**src/rtl/regfile_pkg.sv**
```systemverilog
// regfile_pkg: shared constants and types for the register-file write-back path.
//   ADDR_W / DEPTH / ZERO_IDX : default register file geometry (32 regs, XZR at 31)
//   reg_addr_t, reg_onehot_t  : address and one-hot strobe vector types
//   port_idx_t                : write-port index, wide enough for the largest port count
//   psel_w()                  : width of a per-register port index, max(1, clog2(ports))
package regfile_pkg;

    localparam int ADDR_W    = 5;
    localparam int DEPTH     = 1 << ADDR_W;
    localparam int ZERO_IDX  = 31;
    localparam int MAX_PORTS = 4;

    typedef logic [ADDR_W-1:0]             reg_addr_t;
    typedef logic [DEPTH-1:0]              reg_onehot_t;
    typedef logic [$clog2(MAX_PORTS)-1:0]  port_idx_t;

    function automatic int psel_w(input int n_ports);
        return (n_ports <= 2) ? 1 : $clog2(n_ports);
    endfunction

endpackage

```
**src/rtl/regfile_write_decoder_decoder_n.sv**
```systemverilog
// decoder_n: combinational ADDR_W-to-DEPTH one-hot decoder with enable.
//   en   : when 0 the output is all zeros and addr is ignored (may be X)
//   addr : register address
//   y    : one-hot (en=1) or zero (en=0) strobe vector
module decoder_n #(
    parameter  int ADDR_W = 5,
    localparam int DEPTH  = 1 << ADDR_W
) (
    input  logic              en,
    input  logic [ADDR_W-1:0] addr,
    output logic [DEPTH-1:0]  y
);

    always_comb begin
        y = '0;
        if (en) y[addr] = 1'b1;
    end

endmodule

```
**src/rtl/regfile_write_decoder.sv**
```systemverilog
// regfile_write_decoder: registered multi-port write-select decoder for write-back.
//   clk, reset  : clock (rising edge), asynchronous active-high reset
//   flush       : loads zeros into the decode stage(s) instead of the inputs
//   wr_en       : per-port write request
//   wr_addr     : per-port address, port p at [p*ADDR_W +: ADDR_W]
//   wr_sel      : one-hot-or-zero write strobe per register
//   wr_src      : winning (lowest-index) port per register, 0 when not selected
//   collide     : >=2 enabled ports on the same writable register this cycle
//   zero_hit    : an enabled port targeted ZERO_IDX while it is masked
//   coll_cnt    : saturating count of collide pulses, cleared only by reset
// Build option: define REGFILE_WR_PIPE_EN to add a second output register
// stage (latency 2); all outputs, including coll_cnt, stay aligned.
module regfile_write_decoder #(
    parameter  int ADDR_W    = regfile_pkg::ADDR_W,
    parameter  int NUM_PORTS = 2,
    parameter  int ZERO_IDX  = regfile_pkg::ZERO_IDX,
    parameter  int MASK_ZERO = 1,
    parameter  int CNT_W     = 8,
    localparam int DEPTH     = 1 << ADDR_W,
    localparam int PSEL_W    = regfile_pkg::psel_w(NUM_PORTS)
) (
    input  logic                      clk,
    input  logic                      reset,
    input  logic                      flush,
    input  logic [NUM_PORTS-1:0]      wr_en,
    input  logic [NUM_PORTS*ADDR_W-1:0] wr_addr,
    output logic [DEPTH-1:0]          wr_sel,
    output logic [DEPTH*PSEL_W-1:0]   wr_src,
    output logic                      collide,
    output logic                      zero_hit,
    output logic [CNT_W-1:0]          coll_cnt
);

    import regfile_pkg::*;

    typedef struct packed {
        logic [DEPTH-1:0]             sel;
        logic [DEPTH-1:0][PSEL_W-1:0] src;
        logic                         collide;
        logic                         zero_hit;
    } stage_t;

    // Per-port candidate strobes
    logic [NUM_PORTS-1:0][DEPTH-1:0] cand;

    for (genvar p = 0; p < NUM_PORTS; p++) begin : g_dec
        decoder_n #(.ADDR_W(ADDR_W)) u_dec (
            .en   (wr_en[p]),
            .addr (wr_addr[p*ADDR_W +: ADDR_W]),
            .y    (cand[p])
        );
    end

    // Priority resolution: scanning ports upward, the first hit on a register
    // wins; any later hit on a writable register is a collision. Hits on a
    // masked ZERO_IDX only raise zero_hit.
    stage_t dec;

    always_comb begin
        logic found;
        logic masked;
        dec = '0;
        for (int r = 0; r < DEPTH; r++) begin
            masked = (MASK_ZERO != 0) && (r == ZERO_IDX);
            found  = 1'b0;
            for (int p = 0; p < NUM_PORTS; p++) begin
                if (cand[p][r]) begin
                    if (masked) begin
                        dec.zero_hit = 1'b1;
                    end else if (found) begin
                        dec.collide = 1'b1;
                    end else begin
                        found       = 1'b1;
                        dec.sel[r]  = 1'b1;
                        dec.src[r]  = PSEL_W'(p);
                    end
                end
            end
        end
    end

    // Stage 1
    stage_t s1_d, s1_q;
    stage_t stage_out_next;  // value the output stage loads at the next edge
    stage_t stage_out;       // current output stage

    always_comb s1_d = flush ? '0 : dec;

    always_ff @(posedge clk or posedge reset) begin
        if (reset) s1_q <= '0;
        else       s1_q <= s1_d;
    end

`ifdef REGFILE_WR_PIPE_EN
    // Stage 2; flush clears it too so nothing in flight survives a flush.
    stage_t s2_d, s2_q;

    always_comb s2_d = flush ? '0 : s1_q;

    always_ff @(posedge clk or posedge reset) begin
        if (reset) s2_q <= '0;
        else       s2_q <= s2_d;
    end

    assign stage_out_next = s2_d;
    assign stage_out      = s2_q;
`else
    assign stage_out_next = s1_d;
    assign stage_out      = s1_q;
`endif

    // Counter advances with the collide bit entering the output stage, so it
    // stays aligned with collide and never counts flushed requests.
    logic [CNT_W-1:0] cnt_d, cnt_q;

    always_comb begin
        cnt_d = cnt_q;
        if (stage_out_next.collide && (cnt_q != {CNT_W{1'b1}}))
            cnt_d = cnt_q + CNT_W'(1);
    end

    always_ff @(posedge clk or posedge reset) begin
        if (reset) cnt_q <= '0;
        else       cnt_q <= cnt_d;
    end

    assign wr_sel   = stage_out.sel;
    assign wr_src   = stage_out.src;
    assign collide  = stage_out.collide;
    assign zero_hit = stage_out.zero_hit;
    assign coll_cnt = cnt_q;

endmodule

```
**config.mk**
```make
export PLATFORM = sky130hd
export DESIGN_NAME = regfile_write_decoder
export DESIGN_NICKNAME = d
export VERILOG_FILES = /design/src/rtl/regfile_pkg.sv /design/src/rtl/regfile_write_decoder_decoder_n.sv /design/src/rtl/regfile_write_decoder.sv
export SDC_FILE = /design/constraint.sdc
export NUM_CORES = 1
export LEC_CHECK = 0
export ABC_AREA = 1
export BUFFER_PORTS_ARGS = -buffer_cell sky130_fd_sc_hd__buf_2
export CAP_MARGIN = 20
export CORE_ASPECT_RATIO = 1.25
export CORE_MARGIN = 8
export CORE_UTILIZATION = 47
export CTS_CLUSTER_DIAMETER = 120
export DETAILED_ROUTE_END_ITERATION = 7
export PLACE_DENSITY = 0.82
export SKIP_CTS_REPAIR_TIMING = 1
export SYNTH_ARGS = -nofsm -noshare
export SYNTH_HDL_FRONTEND = slang
export SYNTH_SLANG_ARGS = --single-unit
```
**constraint.sdc**
```tcl
create_clock -name clk -period 1.9 [get_ports clk]
set_input_delay 0.095 -clock clk [delete_from_list [all_inputs] [get_ports clk]]
set_output_delay 0.095 -clock clk [all_outputs]
set_load 0.005 [all_outputs]
```
; ---- After elaboration in Yosys (flattened, before gate mapping)
; Cells that the tools add are included.
[word_totals]
inputBits = 15
output_inout_bits = 74
reg_bits = 73
word_cells = 239
[op_classes]
n_lt_le_gt_ge = 4
n_reduce_logical = 3
addsub = 1
n_mux = 194
eq_ne = 1
[ops]
columns = cell, n
row1 = $mux 1, 188
row2 = $mux 65, 1
row3 = $mux 32, 2
row4 = $lt 5x6->1 const B, 2
row5 = $demux 1 s5, 2
row6 = $ge 5x1->1 const B, 2
row7 = $add 8x1->8 const B, 1
row8 = $ne 8x8->1 const B, 1
row9 = $logic_and 1x1->1, 3
row10 = $mux 2, 1

; ---- Logic depth before layout (Yosys ltp)
; Gate-level depths: netlist of run 1.
[logic_depth]
word_depth = 70
mapped_depth = 12
ltp_nobuf = 12

; ---- Modules after synthesis
; From an unflattened synthesis of run 1, not the netlist that was laid out.
[unflattened]
cells_unflattened = 423
hier_area_um2 = 3285.7
[modules_own_cells]
columns = mod, cells_per_inst, instances, area_per_inst_um2, seq_area_each_um2
row1 = regfile_write_decoder, 323, 1, 2885.3, 1801.7
row2 = decoder_n, 50, 2, 200.2, 0.0

; ---- Least setup slack after synthesis of run 1
; Ideal clock, no wire load.
[synth_timing]
path_type = flip-flop to flip-flop
startpoint = register cnt_q[0], in the netlist coll_cnt[0]
endpoint = register cnt_q[3], in the netlist coll_cnt[3]
synth_period_minus_slack_ps = 1403
setup_time_ps = 66
path_slack_ps = 497
t_arrival_ps = 1336
path_stages_with_launch = 8
path_buffers = 0
t_required_ps = 1834
cell_sequence = dfrtp_1 -> ha_1 -> nand3_1 -> nor2_1 -> nand3_1 -> nand3_4 -> nand2_1 -> nand2_1
[synth_between]
elab_chain_cells = 2
word_cells_on_any_way = 3
classes_between = add/sub (1) / eq/ne (1) / reduce/logical (1)
[synth_lines]
columns = element, line
row1 = from (decl), regfile_write_decoder.sv:114  ; logic [CNT_W-1:0] cnt_d, cnt_q;
row2 = from (signal assigned), regfile_write_decoder.sv:124  ; else cnt_q <= cnt_d;
row3 = "parallel branches: the longest is 2 deep, another holds $add 8x1->8", n/a
; Several ways; the timed one is not identified.
; A chain may end at the register's enable or synchronous reset.

; ---- Worst setup path after layout of run 1
[layout_timing]
startpoint = register cnt_q[0], in the netlist coll_cnt[0]
endpoint = register cnt_q[6], in the netlist coll_cnt[6]
; The elaborated chain is that of the path after synthesis.

==> results.md, run 1 <==
- Cell taking the most area after synthesis: sky130_fd_sc_hd__dfrtp_1
- Routed via count divided by cell count: 4.88
- Number of enable flip-flop cells after synthesis: 0
- Synthesis warning total: 0
- Worst stage delay on the critical path: 0.42 ns
- FILL cells: 639
- DRT Wirelength: 8.71 mm
- Clock tree sinks: 72
- Standard cell with the maximum stage delay on the critical path: sky130_fd_sc_hd__dfrtp_1
- Post-Route Skew: 0.00365 ns
- Number of instances in the synthesized netlist: 412
- Later-pin clock latency in the skew report: 0.35 ns
- Leakage power total: around 2.4 nW
- Post-layout min period: around 1.6 ns
- Share of the synthesized area in compound gates (AO/OA/AOI/OAI): less than 1%
- WP buf/inv: 0
- Area share of the largest cell type after synthesis: a little under three fifths
- Total global routing overflow: 0
- Worst-case hold slack: 0.0327 ns
- Largest cells by area after synthesis: sky130_fd_sc_hd__dfrtp_1, sky130_fd_sc_hd__nand2_1, sky130_fd_sc_hd__nor2_1
- Number of non-filler instances in the completed layout: around 600
- Number of levels the H-tree was split into: 3
- # nets final: 520
- Half-perimeter wire length of the detailed placement result: 6.46 mm
- Die height: between 100 and 150 um
- Total negative slack for setup checks: 0 ns
- Weighted congestion at the end of routability-driven global placement: slightly below 1
- Clock-pin slew of the registers on the worst-case setup and hold paths: 0.07 ns
- Synth async-reset ratio: between 90% and 100%
- Core ar.: 0.00681 mm2
- Avg Synthesized Cell Area: 7.84 um2
- CP max FO: 9
- Final-report setup violation count: 0
- Vias after detailed routing: between 2000 and 3000
- Status: complete, no violations
- Core occupancy in the finished layout: roughly 59%
- Number of I/O port buffers: between 80 and 90
- Adder-cell area share of the yosys netlist: 0.388%
- Antenna violations before repair: 0
- Kind of critical path: register to register
- Number of CTS-inserted buffers: 9
- Kind of cell adding the most delay to the critical path: simple AND/OR/NAND/NOR gates
- Global-route wire length before repair: approximately 14 mm
- Number of max-cap violations: 0
- Post-detailed-route wirelength per cell: 14.6 um
- Number of antenna diodes: 0
- Cell variety after synth: 23
- Maximum operating frequency: 608 MHz
- Startpoint class of the critical path: register
- Detailed Routing Iterations Pass 1: 5
- Synthesized-area fraction occupied by xor and xnor cells: 1.63%
- Area share of and/or/nand/nor cells after synthesis: 38.7%
- IR drop worst, VDD: 0.396 mV
- Final worst path period share: 86.6%
- Placed Cells incl. Taps: 582
- Cells along the critical path: ha_1 -> nand3_1 -> nor2_1 -> nand3_1 -> nand3_4 -> nand2_1 -> nand2_1
- DRC violation total after the first TritonRoute iteration: 264
- Post-synthesis to final-layout area growth: 23.8%
- Power density normalized to cell area: 768 mW/mm2
- Overall track demand over capacity in global routing: 18.1%
- Starting Density: between 40% and 50%
- Unrepaired setup endpoints after global routing: no
- Largest net degree at the start of global routing: 73
- X dimension of the die: around 90 um
- Required time worst endpoint: 2.19 ns
- Max-slew violation count: 0
- Dominant combinational cell family by area after synthesis: simple AND/OR/NAND/NOR gates
- Overall power of the completed layout: 3.07 mW
- CTS tree: built
- Fraction of the yosys area taken by sequential cells: 55.8%
- Worst hold path type: input port to register
- DRC violations left: 0
- Share of cells above drive strength 1: 21.7%
- Number of failing hold endpoints at the final stage: 0
- Multi-input combinational cell area: 0.00133 mm2
- CP endpoint kind: register
- Std cell rows: 34
- WP data arrival: 1.94 ns
- Total standard cell area after synthesis: 0.00323 mm2
- Number of top-level pins: a little under 90
- Post-synthesis mux area share: 0%
- Synthesis-stage register bit count: 72
- Top FF cell, synth: sky130_fd_sc_hd__dfrtp_1
- Maximum root-to-sink buffer count: 2
- Die Area: 0.00979 mm2
- Register Area: 0.00180 mm2
- Final ANT Viol Nets: 0
- Number of global-route vias before repair: 3006
- Root buffer cell: sky130_fd_sc_hd__clkbuf_8
## layout by cell type, fill, tap and decap left out, types with 3 or more instances in the layout
cell                         n
sky130_fd_sc_hd__nand2_1   154
sky130_fd_sc_hd__xnor2_1     3
sky130_fd_sc_hd__clkbuf_8   10
sky130_fd_sc_hd__nand3_1    24
sky130_fd_sc_hd__nand4_1     9
sky130_fd_sc_hd__inv_1      13
sky130_fd_sc_hd__buf_2      86
sky130_fd_sc_hd__nor2_1    108
sky130_fd_sc_hd__dfrtp_1    72
sky130_fd_sc_hd__xor2_1      3
## metrics by stage
step           cell area, um2  setup WS, ns
2_1_floorplan            3240         0.497
3_3_place_gp             3770         0.213
3_5_place_dp             3770         0.151
4_1_cts                  3990         0.274
5_1_grt                  4000        0.0655
6_report                 4000         0.254
## kinds of logic after synthesis
group                    Yosys count
AO/OA/AOI/OAI                      2
XOR/XNOR                           6
adder cells (fa/ha/maj)            1
buffers and inverters             24
flip-flops                        72
other                              1
AND/OR/NAND/NOR                  306
## metal layers
metal  part of all wire, %  track usage, %  up-vias
met4                   4.0            10.3        0
met3                   6.4            5.65       29
li1                      -               -     1456
met2                    50            32.2      104
met5                     0               0        -
met1                    39            18.7     1330
## cell type report
| cell class | count | area share, % |
|---|---|---|
| clock buffer | 10 | 3.44 |
| clock inverter | 5 | 2.04 |
| inverter | 14 | 1.41 |
| multi-input combinational | 317 | 33.3 |
| sequential | 72 | 45.1 |
| tap | 90 | 2.82 |
| timing repair buffer | 90 | 11.9 |
## path summary, 6_finish.rpt
path,slack (ns),to,cells past startpoint,startpoint
worst max-delay path,0.25,coll_cnt[6]$_DFFE_PP0P_,7,coll_cnt[0]$_DFFE_PP0P_
worst min-delay path,0.03,wr_sel[30]$_DFF_PP0_,2,flush
worst max register to register,0.25,coll_cnt[6]$_DFFE_PP0P_,7,coll_cnt[0]$_DFFE_PP0P_
worst min register to register,0.54,coll_cnt[1]$_DFFE_PP0P_,2,coll_cnt[1]$_DFFE_PP0P_
max in group asynchronous,1.23,wr_sel[28]$_DFF_PP0_,4,reset
min in group asynchronous,0.38,wr_sel[19]$_DFF_PP0_,4,reset
## report_power, final
group	leakage (nW)	internal (mW)	switching [mW]
clock	0.108	0.767	0.547
sequential	1.00	1.55	0.00996
combinational	1.29	0.0508	0.145
total	2.40	2.37	0.702
## sequential cells by signal, indices dropped and copies added (netlist names)
name / count
wr_sel: 31
wr_src: 31
coll_cnt: 8
collide: 1
zero_hit: 1
## synthesized netlist by cell type, types with 2 or more instances
cell,number
sky130_fd_sc_hd__nor2_2,2
sky130_fd_sc_hd__inv_1,14
sky130_fd_sc_hd__xor2_1,3
sky130_fd_sc_hd__buf_4,2
sky130_fd_sc_hd__nand4_1,9
sky130_fd_sc_hd__a21oi_1,2
sky130_fd_sc_hd__nand2_1,154
sky130_fd_sc_hd__clkbuf_1,3
sky130_fd_sc_hd__dfrtp_1,72
sky130_fd_sc_hd__buf_1,4
sky130_fd_sc_hd__nor2_1,108
sky130_fd_sc_hd__nand3_1,24
sky130_fd_sc_hd__nor4_1,2
sky130_fd_sc_hd__xnor2_1,3
sky130_fd_sc_hd__or2_1,2
No activity file was read; power rests on OpenSTA's default activity.
==> run 2, diff against run 1 <==
--- a/config.mk
+++ b/config.mk
@@ -13,7 +13,7 @@
 export CORE_UTILIZATION = 47
 export CTS_CLUSTER_DIAMETER = 120
 export DETAILED_ROUTE_END_ITERATION = 7
-export PLACE_DENSITY = 0.82
+export PLACE_DENSITY = 0.83
 export SKIP_CTS_REPAIR_TIMING = 1
 export SYNTH_ARGS = -nofsm -noshare
 export SYNTH_HDL_FRONTEND = slang
==> run 2 against run 1 <==
Compared with the run above: maximum frequency increased by 2.1%; sequential power about the same; core utilization rose by 0.44 points; count of clock-buffer cells in the layout up 1; first-iteration DRC count shrank 32%; die area unchanged; combinational power about the same; non-clock buffer count up 1; design area increased by 0.75%; global-route usage is essentially flat.
==> results.md, run 2 (synthesis gave the netlist of run 1 again) <==
- Endpoint of the worst hold path: wr_sel[30]$_DFF_PP0_
- WP data arrival: 1.90 ns
- Status: complete, no violations
- DRC violations left: 0
- Power spent charging and discharging nets: about 690 uW
- CP endpoint kind: register
- Maximum root-to-sink buffer count: 2
- Number of non-filler instances in the completed layout: 600
- Detailed Routing Iterations Pass 1: 4
- Startpoint class of the critical path: register
- Number of top-level pins: 89
- DRT Wirelength: 8.61 mm
- Largest net degree at the start of global routing: 34
- Worst Reg-to-Reg Cells: 7
- Later-pin clock latency in the skew report: around 0.35 ns
- Die Area: 0.00979 mm2
- Pre-CTS worst setup slack: 0.162 ns
- Weighted congestion at the end of routability-driven global placement: 0.942
- Number of stages on the worst hold path: 2
- Area post-placement: approximately 0.0038 mm2
- Final-report setup violation count: 0
- Post-Route Skew: 0.00254 ns
- Max-slew violation count: 0
- Std cell rows: 34
- Final worst path period share: 84.9%
- Sw Ratio: 21.3%
- # nets final: 521
- Overall power of the completed layout: 3.23 mW
- Vias after detailed routing: 2944
- Total negative slack for setup checks: 0 ns
- Final worst-path setup slack: 0.288 ns
- Worst stage delay on the critical path: 0.43 ns
- Leading cell types in the layout, fill and taps excluded: sky130_fd_sc_hd__nand2_1, sky130_fd_sc_hd__nor2_1, sky130_fd_sc_hd__buf_2
- Flop2flop setup slack: 0.29 ns
- Standard cell with the maximum stage delay on the critical path: sky130_fd_sc_hd__dfrtp_1
- Kind of cell adding the most delay to the critical path: simple AND/OR/NAND/NOR gates
- Least-Margin Pin Slew: 0.617 ns
- CP max FO: 9
- Clock tree sinks: 72
- Final std cell area, no fill: between 0.004 and 0.005 mm2
- Number of levels the H-tree was split into: 3
- Die height: 109 um
- Required time worst endpoint: between 2 and 2.5 ns
- Routed via count divided by cell count: 4.91
- Overall track demand over capacity in global routing: between 10% and 20%
- Root buffer cell: sky130_fd_sc_hd__clkbuf_8
- Number of antenna diodes: 0
- Number of global-route vias before repair: 2972
- Global-route wire length before repair: 13.9 mm
- Post-synthesis to final-layout area growth: 24.7%
- Cell-internal power: around 2.5 mW
- Number of max-cap violations: 0
- Final ANT Viol Nets: 0
- Post-detailed-route wirelength per cell: 14.3 um
- Cells along the critical path: ha_1 -> nand3_1 -> nor2_1 -> nand3_1 -> nand3_4 -> nand2_1 -> nand2_1
- Placed Cells incl. Taps: slightly below 600
- Starting Density: roughly 47%
- Kind of critical path: register to register
- Number of CTS-inserted buffers: 9
- Power share of the clock group: around 46%
- Total global routing overflow: 0
- R2r startpoint: coll_cnt[0]$_DFFE_PP0P_
- Unrepaired setup endpoints after global routing: no
- Power density normalized to cell area: 801 mW/mm2
- Worst R2R End: coll_cnt[2]$_DFFE_PP0P_
- Clock-pin slew of the registers on the worst-case setup and hold paths: about 0.07 ns
- CTS tree: built
- Core occupancy in the finished layout: 59.2%
- WP buf/inv: 0
- Antenna violations before repair: 0
- Core ar.: just under 0.007 mm2
- IR drop worst, VDD: around 0.47 mV
- DRC violation total after the first TritonRoute iteration: 179
- Share of cells above drive strength 1: 22.0%
- X dimension of the die: 90.1 um
- Half-perimeter wire length of the detailed placement result: 6.50 mm
- Tightest slew margin relative to the limit: 58.8%
- Post-layout min period: 1.61 ns
- Start point of the worst min-delay path: flush
- Leakage power total: 2.42 nW
- Sequential Power Share: between 40% and 50%
- Number of I/O port buffers: 86
- Part of the total power dissipated in combinational logic: 6.0%
- Maximum operating frequency: 620 MHz
- Worst hold path type: input port to register
- Worst-case hold slack: roughly 0.048 ns
- Number of failing hold endpoints at the final stage: 0
- Most common cell after layout, fill and taps aside: sky130_fd_sc_hd__nand2_1
==> run 2: worst register-to-register path, stage by stage, from the launching register on <==
cell                      delay (ns)
sky130_fd_sc_hd__dfrtp_1        0.43
sky130_fd_sc_hd__ha_1           0.25
sky130_fd_sc_hd__nand3_1        0.12
sky130_fd_sc_hd__nor2_1         0.11
sky130_fd_sc_hd__nand3_1        0.28
sky130_fd_sc_hd__nand3_4        0.24
sky130_fd_sc_hd__nand2_1        0.07
sky130_fd_sc_hd__nand2_1        0.06
==> run 2: how the worst max path moves through the flow <==
stage	startpoint	to	slack (ns)	cells past startpoint
after floorplan	coll_cnt[0]$_DFFE_PP0P_	coll_cnt[3]$_DFFE_PP0P_	0.50	7
after global placement	wr_addr[0]	coll_cnt[6]$_DFFE_PP0P_	0.20	13
after detailed placement	wr_addr[1]	coll_cnt[2]$_DFFE_PP0P_	0.16	13
after CTS	coll_cnt[0]$_DFFE_PP0P_	coll_cnt[2]$_DFFE_PP0P_	0.30	7
after global routing	coll_cnt[0]$_DFFE_PP0P_	coll_cnt[5]$_DFFE_PP0P_	0.14	7
final	coll_cnt[0]$_DFFE_PP0P_	coll_cnt[2]$_DFFE_PP0P_	0.29	7
==> run 2: power by group through the flow <==
stage               Clock, mW  Combinational [mW]  Sequential [mW]
floorplan                   0               0.110             1.59
global placement            0               0.187             1.59
detailed placement          0               0.192             1.59
CTS                      1.50               0.193             1.56
global route             1.56               0.217             1.56
finish                   1.47               0.194             1.56
==> run 2: cell type report <==
cell class | instances | area (um2)
well taps | 90 | 113
multi-input cells | 317 | 1330
flip-flops and latches | 72 | 1800
clock buffers | 11 | 151
fillers | 646 | 2780
inverters | 14 | 56.3
clock inverters | 5 | 103
repair buffers | 91 | 470
==> run 2: routing by layer <==
layer  vias up  part of all wire (%)  global-route usage [%]
met5         -                     0                       0
met1      1348                    39                    18.9
met4         0                   2.7                    8.94
met3        20                   8.0                    7.23
met2       114                    51                    31.2
li1       1462                     -                       -
